### config.mk
export PLATFORM = sky130hd
export DESIGN_NAME = mole_scheduler
export DESIGN_NICKNAME = d
export VERILOG_FILES = /design/src/rtl/mole_scheduler.sv
export SDC_FILE = /design/constraint.sdc
export NUM_CORES = 1
export LEC_CHECK = 0
export ABC_AREA = 1
export CAP_MARGIN = 0
export CORE_MARGIN = 1
export CORE_UTILIZATION = 63
export CTS_CLUSTER_DIAMETER = 60
export CTS_CLUSTER_SIZE = 30
export DETAILED_ROUTE_END_ITERATION = 8
export PLACE_DENSITY = 0.86
export SYNTH_ARGS = -nofsm -noshare
export SYNTH_HDL_FRONTEND = slang
export SYNTH_SLANG_ARGS = --single-unit
### constraint.sdc
create_clock -name clock -period 9.8 [get_ports clock]
set_input_delay 1.96 -clock clock [delete_from_list [all_inputs] [get_ports clock]]
set_output_delay 1.96 -clock clock [all_outputs]
set_load 0.005 [all_outputs]
### src/rtl/mole_scheduler.sv
`default_nettype none
// =============================================================================
// mole_scheduler: turns LFSR bytes into mole spawns, lifetimes, hit/miss tallies.
// Revision: 1.0
// =============================================================================
module mole_scheduler #(
    parameter int HOLE_BITS  = 3,
    parameter int MAX_ACTIVE = 3,
    parameter int GAP_BASE   = 4,
    parameter int UP_BASE    = 8,
    parameter int CNT_W      = 5
) (
    input  logic                      clock,
    input  logic                      resetn,
    input  logic                      enable,
    input  logic                      tick,
    input  logic [7:0]                rand_data,
    input  logic [(2**HOLE_BITS)-1:0] hit,
    output logic [(2**HOLE_BITS)-1:0] moles,
    output logic                      hit_pulse,
    output logic                      miss_pulse,
    output logic [7:0]                score,
    output logic [7:0]                misses
);
    localparam int NUM_HOLES = 2**HOLE_BITS;

    typedef enum logic [1:0] {
        S_IDLE = 2'd0,
        S_WAIT = 2'd1,
        S_PICK = 2'd2
    } state_t;

    state_t               state, state_nxt;
    logic [CNT_W-1:0]     gap, gap_nxt;
    logic [HOLE_BITS-1:0] base, base_nxt;
    logic [HOLE_BITS-1:0] offset, offset_nxt;
    logic [HOLE_BITS-1:0] candidate;
    logic                 spawn;
    logic                 at_cap;
    logic [CNT_W-1:0]     gap_load, life_load;
    logic [CNT_W-1:0]     life [NUM_HOLES];
    logic [NUM_HOLES-1:0] hit_ok, expire;
    logic [8:0]           score_sum, miss_sum;
    logic                 unused_rand;

    // Only some random bits feed hole/gap/life selection for a given HOLE_BITS.
    assign unused_rand = &{1'b0, rand_data};

    assign gap_load  = CNT_W'(GAP_BASE) + CNT_W'(rand_data[7:4]);
    assign life_load = CNT_W'(UP_BASE) + CNT_W'(rand_data[7:5]);
    assign candidate = base + offset;
    assign at_cap    = ($countones(moles) == MAX_ACTIVE);

    // A hit beats an expiry on the same hole in the same cycle.
    assign hit_ok = moles & hit;
    always_comb begin
        expire = '0;
        for (int i = 0; i < NUM_HOLES; i++) begin
            expire[i] = moles[i] & tick & ~hit[i] & (life[i] == CNT_W'(1));
        end
    end

    always_ff @(posedge clock) begin
        if (!resetn) begin
            state  <= S_IDLE;
            gap    <= '0;
            base   <= '0;
            offset <= '0;
        end else begin
            state  <= state_nxt;
            gap    <= gap_nxt;
            base   <= base_nxt;
            offset <= offset_nxt;
        end
    end

    always_comb begin
        state_nxt  = state;
        gap_nxt    = gap;
        base_nxt   = base;
        offset_nxt = offset;
        spawn      = 1'b0;
        if (!enable) begin
            state_nxt = S_IDLE;
        end else begin
            case (state)
                S_IDLE: begin
                    gap_nxt   = gap_load;
                    state_nxt = S_WAIT;
                end
                S_WAIT: begin
                    if (tick) begin
                        if (gap > CNT_W'(1)) begin
                            gap_nxt = gap - CNT_W'(1);
                        end else begin
                            state_nxt  = S_PICK;
                            base_nxt   = rand_data[HOLE_BITS-1:0];
                            offset_nxt = '0;
                        end
                    end
                end
                S_PICK: begin
                    // Probing walks one hole per cycle and needs no tick.
                    if (!at_cap) begin
                        if (!moles[candidate]) begin
                            spawn     = 1'b1;
                            gap_nxt   = gap_load;
                            state_nxt = S_WAIT;
                        end else begin
                            offset_nxt = offset + HOLE_BITS'(1);
                        end
                    end
                end
                default: state_nxt = S_IDLE;
            endcase
        end
    end

    always_ff @(posedge clock) begin
        if (!resetn) begin
            moles <= '0;
            for (int i = 0; i < NUM_HOLES; i++) begin
                life[i] <= '0;
            end
        end else begin
            for (int i = 0; i < NUM_HOLES; i++) begin
                if (hit_ok[i] || expire[i]) begin
                    moles[i] <= 1'b0;
                    life[i]  <= '0;
                end else if (spawn && (candidate == HOLE_BITS'(i))) begin
                    moles[i] <= 1'b1;
                    life[i]  <= life_load;
                end else if (moles[i] && tick) begin
                    life[i] <= life[i] - CNT_W'(1);
                end
            end
        end
    end

    assign score_sum = {1'b0, score}  + 9'($countones(hit_ok));
    assign miss_sum  = {1'b0, misses} + 9'($countones(expire));

    always_ff @(posedge clock) begin
        if (!resetn) begin
            score      <= '0;
            misses     <= '0;
            hit_pulse  <= 1'b0;
            miss_pulse <= 1'b0;
        end else begin
            score      <= score_sum[8] ? 8'hFF : score_sum[7:0];
            misses     <= miss_sum[8]  ? 8'hFF : miss_sum[7:0];
            hit_pulse  <= |hit_ok;
            miss_pulse <= |expire;
        end
    end
endmodule
`default_nettype wire

# Word-level counts from Yosys, hierarchy flattened
# Memory sizes are Yosys's and may differ from the RTL's.
# Index checks and enable logic that the tools add are counted.
dict set report totals {
  reg_bits 39
  ramBits 40
  inputBits 20
  output_inout_bits 26
  elab_cells 325
  n_memories 1
}
# memory depth word_bits read_ports rd_clocked_by_memory_dff wr line_no
set memory_table {}
lappend memory_table {life 8 5 8 0 8 41} ;# logic [CNT_W-1:0] life [NUM_HOLES];
dict set report classes {
  addsub 36
  n_lt_le_gt_ge 2
  eq_ne 24
  muxes 144
  n_bitwise 59
  n_reduce_logical 43
}
# op count
set ops {}
lappend ops {{5-bit two-way mux} 28}
lappend ops {{1-bit two-way mux} 102}
lappend ops {{5-bit by 1-bit subtractor with 5-bit output (second input constant)} 9}
lappend ops {{5-bit by 1-bit equality test with 1-bit output (second input constant)} 8}
lappend ops {{1-bit by 1-bit adder with 2-bit output} 12}
lappend ops {{1-bit bitwise AND} 24}
lappend ops {{1-bit OR} 24}
lappend ops {{2-bit by 2-bit adder with 3-bit output} 6}
lappend ops {{8-bit by 4-bit adder with 9-bit output} 2}
lappend ops {{1-bit logical AND} 16}
lappend ops {{8-bit two-way mux} 2}
lappend ops {{2-bit OR reduction} 8}
lappend ops {{8-bit OR reduction} 2}
lappend ops {{5-bit one-hot mux with 3 select lines} 1}
lappend ops {{3-bit by 3-bit adder with 4-bit output} 3}
lappend ops {{3-bit equality test (second input constant)} 4}
lappend ops {{3-bit two-way mux} 4}
lappend ops {{2-bit inequality test (second input constant)} 6}
lappend ops {{6-bit AND reduction} 2}
lappend ops {{1-bit inverter} 10}
lappend ops {{8-bit bitwise AND} 1}
lappend ops {{1-bit logical OR} 8}
lappend ops {{2-bit two-way mux} 4}
lappend ops {{4-bit AND reduction} 2}
lappend ops {{other kinds (19)} 20}

# Logic depth before layout (Yosys ltp)
dict set report logic_depth {
  ltp_word 14
  depth_mapped 18
  mapped_depth_nobuf 18
}

# Least setup slack after synthesis
# OpenSTA, ideal clock, no wires.
dict set report synth_path {
  path_type {input-to-reg}
  from {in tick}
  to {reg misses[5]}
  setup_time_ps 115
  arrival_ps 5290
  required_time_ps 9685
  slack_ps 4395
  cell_stages 17
  n_path_buf 1
  cell_sequence {buf_2 > nand2_1 > nor4_2 > fa_1 > inv_1 > fa_1 > inv_1 > fa_1 > fa_1 > inv_1 > fa_1 > nand3b_1 > nand2_1 > nand3_1 > nand2_1 > o21ai_0 > inv_1}
}
dict set report synth_between {
  elab_chain_len 8
  word_cells_on_any_way 33
  cone_classes {add/sub (8); mux (1); bitwise (24)}
}
# element line_no
set synth_rtl {}
lappend synth_rtl {{start: declaration} 16} ;# input logic tick,
lappend synth_rtl {{1-bit bitwise AND (3 in series)} 59} ;# expire[i] = moles[i] & tick & ~hit[i] & (life[i] == CNT_W'(1));
lappend synth_rtl {{1-bit by 1-bit adder with 2-bit output (not written as such)} 141} ;# assign miss_sum = {1'b0, misses} + 9'($countones(expire));
lappend synth_rtl {{2-bit by 2-bit adder with 3-bit output (not written as such)} 141}
lappend synth_rtl {{3-bit by 3-bit adder with 4-bit output (not written as such) (*)} 141}
lappend synth_rtl {{8-bit by 4-bit adder with 9-bit output (*)} 141}
lappend synth_rtl {{8-bit two-way mux (*)} 151} ;# misses <= miss_sum[8] ? 8'hFF : miss_sum[7:0];
lappend synth_rtl {{end signal: assignment} 151}
lappend synth_rtl {{end: declaration} 23} ;# output logic [7:0] misses
# Mark *: on every way between the ends. The rest lies on a longest branch, timed or not.
# A chain may end at the register's enable or synchronous reset.

# Final worst setup path
# Ends and elaborated chain as after synthesis.

==> impl_metrics.csv <==
group,metric,value,unit
status,status,"finished clean",
run,cap_violations,0,
drt,drc,0,
yosys,ys_seq_area_frac,0.372,
placed_design,dp_hpwl,9070,um
cts,post_cts_buffers,0,
yosys,yosysWarnings,0,
yosys,synth_area_leaders,"edfxtp_1 (23%), dfxtp_1 (15%), nand2_1 (10%)",
power,power.internal,507,uW
global_routing,grt_pass1_wl,20700,um
drt,routedWlPerCell,14.4,um
drt,firstDrtPassIters,5,
drt,vias,4705,
timing,period_needed,6.22,ns
yosys,netlist_area,5330,um2
setup_path,start_kind,"input pin",
yosys,synth_cell_types,35,
power,p_per_area,115,nW/um2
placed_design,place_ws,3.25,ns
power,net-switching-power,186,uW
yosys,ys_seq_elements,79,
final_layout,num-fill-cells,629,
timing,fmax,0.161,GHz
yosys,syn_area_per_cell,7.74,um2
timing,slew_headroom,0.400,
cts,cts-root-buf,"clkbuf_8",
timing,slew_viol_final,0,
setup_path,end_kind,"flop",
global_routing,grt_max_degree,56,
placed_design,dp_cells,823,
power,switching_share,0.268,
cts,postCtsHoldBufs,0,
yosys,syn_nets,760,
placed_design,gp_congestion,0.893,
final_layout,synthToLayoutAreaGrowth,13.0,%
floorplan,die_width,94.0,um
power,clkPwrFrac,0.347,
timing,setup_violations,0,
timing,rsz0062_at_grt,"no",
drt,final_antenna_net_count,0,
global_routing,grt_pass1_vias,4630,
drt,wl,12100,um
timing,fin_setup_tns,0,ns
timing,fin_crit_sh,0.635,
timing,worst_slack,3.58,ns
global_routing,gr-total-overflow,0,
timing,whs,0.476,ns
setup_path,cp.required,10.05,ns
timing,worstMarginPinSlew,0.898,ns
cts,numCtsBuffers,9,
drt,vias_per_cell,5.61,
yosys,synth_area_leader_cell,"edfxtp_1",
floorplan,dieArea,8830,um2
power,ir_drop,84.1,uV
cts,cts.path.max_buffers,2,
timing,skew,0.0100,ns
drt,drt_iter0_markers,296,
yosys,syn_inst,689,
cts,clk_pin_slew,0.08,ns
floorplan,coreArea,8220,um2
power,pwr-share-comb,0.129,
global_routing,antenna_found_initial,0,
floorplan,pin_count,46,
placed_design,port_buffers,44,
power,pwr-share-seq,0.524,
setup_path,crit_type,"in2reg",
power,p_leak,2.79,nW
final_layout,final_cells,839,
cts,cts_tree,"built",
cts,cts_resized,0,
setup_path,path_max_fanout,11,
global_routing,track_usage,0.302,
yosys,synthDominantCellAreaShare,0.225,
cts,clk_latency,0.36,ns
floorplan,std_cell_rows,33,
power,total_power,693,uW
hold_path,hold_class,"reg2reg",
final_layout,diodes,0,
setup_path,worstPathArrival,6.47,ns
final_layout,nets,800,
final_layout,final_layout_size_suffix_gt1_frac,0.0504,
cts,htreeDepth,3,
floorplan,start_util,0.649,
floorplan,die_h,94.0,um
timing,hold_viol_final,0,
cts,clkSinkCount,79,
[logic make-up after synthesis]
kind of cell	share of synthesized area
buf+inv	0.0930
flops	0.372
xor+xnor	0.0361
fa+ha+maj	0.141
compound gates	0.0761
simple gates	0.282
[cells in the mapped netlist]
cell and number:
nand2_1 145, inv_1 110, nor2_1 81, edfxtp_1 40
dfxtp_1 39, nand3_1 37, ha_1 36, nand4_1 36
a21oi_1 34, o21ai_0 23, fa_1 15, nor3_1 13
xnor2_1 12, clkbuf_1 10, xor2_1 10, nand2_2 8
o21ai_1 6, nor4_2 4, a31oi_1 3, nand3b_1 3
or2_2 3, a21o_1 2, buf_2 2, buf_4 2
nor2_2 2, nor4_1 2, o21ai_2 2, o31ai_1 2
a21boi_0 1, a21oi_4 1, and2_1 1, buf_6 1
clkbuf_2 1, inv_2 1, nor3b_1 1
[routing by layer]
layer  wire (um)  part of all wire  GRT usage  up-vias
li1            -                 -          -     2326
met1        5100              0.42      0.370     2178
met2        5870              0.49      0.516      166
met3         696             0.058     0.0413       35
met4         425             0.035      0.154        0
met5           0                 0          0        -
[cell type report]
cell class	instances	area [um2]	share of cell area
inverter	111	417	0.0692
sequential	79	1980	0.329
multi-input combinational	483	2850	0.474
clock buffer	14	184	0.0305
clock inverter	2	12.5	0.00208
timing repair buffer	45	443	0.0736
tap	105	131	0.0218
[placed cells by master (no fill, tap or decap), types with 11 or more instances in the layout]
cell type and n:
ha_1 36, nor2_1 81, inv_1 110, fa_1 15, nand2_1 145, clkdlybuf4s50_1 43, xnor2_1 12, a21oi_1 34
o21ai_0 23, nor3_1 13, clkbuf_8 11, edfxtp_1 40, nand4_1 36, dfxtp_1 39, nand3_1 37
[flip-flops by register name, summed over array words and instances (netlist names)]
register    count
base            3
gap             5
hit_pulse       1
life           40
miss_pulse      1
misses          8
moles           8
offset          3
score           8
state           2
[final timing paths]
check / from / endpoint / slack, ns / cells after the start
setup / recovery: tick / misses[5] / 3.58 / 17
hold / removal: base[2] / base[2] / 0.48 / 2
setup reg to reg: moles[0] / life[1][15] / 5.26 / 14
hold reg to reg: base[2] / base[2] / 0.48 / 2
[through the flow]
step                       util  area (um2)
after floorplan               -        5330
after detailed placement  0.709        5830
after global placement    0.709        5830
after CTS                 0.733        6020
final                     0.733        6020
after global routing      0.733        6020
[power by group through the flow]
stage / combinational [mW] / sequential (mW) / clock (mW)
floorplan: 0.0639 / 0.369 / 0
global placement: 0.0838 / 0.370 / 0
detailed placement: 0.0879 / 0.370 / 0
CTS: 0.0886 / 0.363 / 0.243
global route: 0.100 / 0.364 / 0.256
finish: 0.0894 / 0.363 / 0.241
[critical path, stage by stage]
cell	delay [ns]
clkdlybuf4s50_1	0.81
nand2_1	0.22
nor4_2	0.45
fa_1	0.49
inv_1	0.09
fa_1	0.39
inv_1	0.09
fa_1	0.42
fa_1	0.48
inv_1	0.09
fa_1	0.20
nand3b_1	0.15
nand2_1	0.10
nand3_1	0.25
nand2_1	0.09
o21ai_0	0.14
inv_1	0.05
No activity file was read; power rests on OpenSTA's default activity.
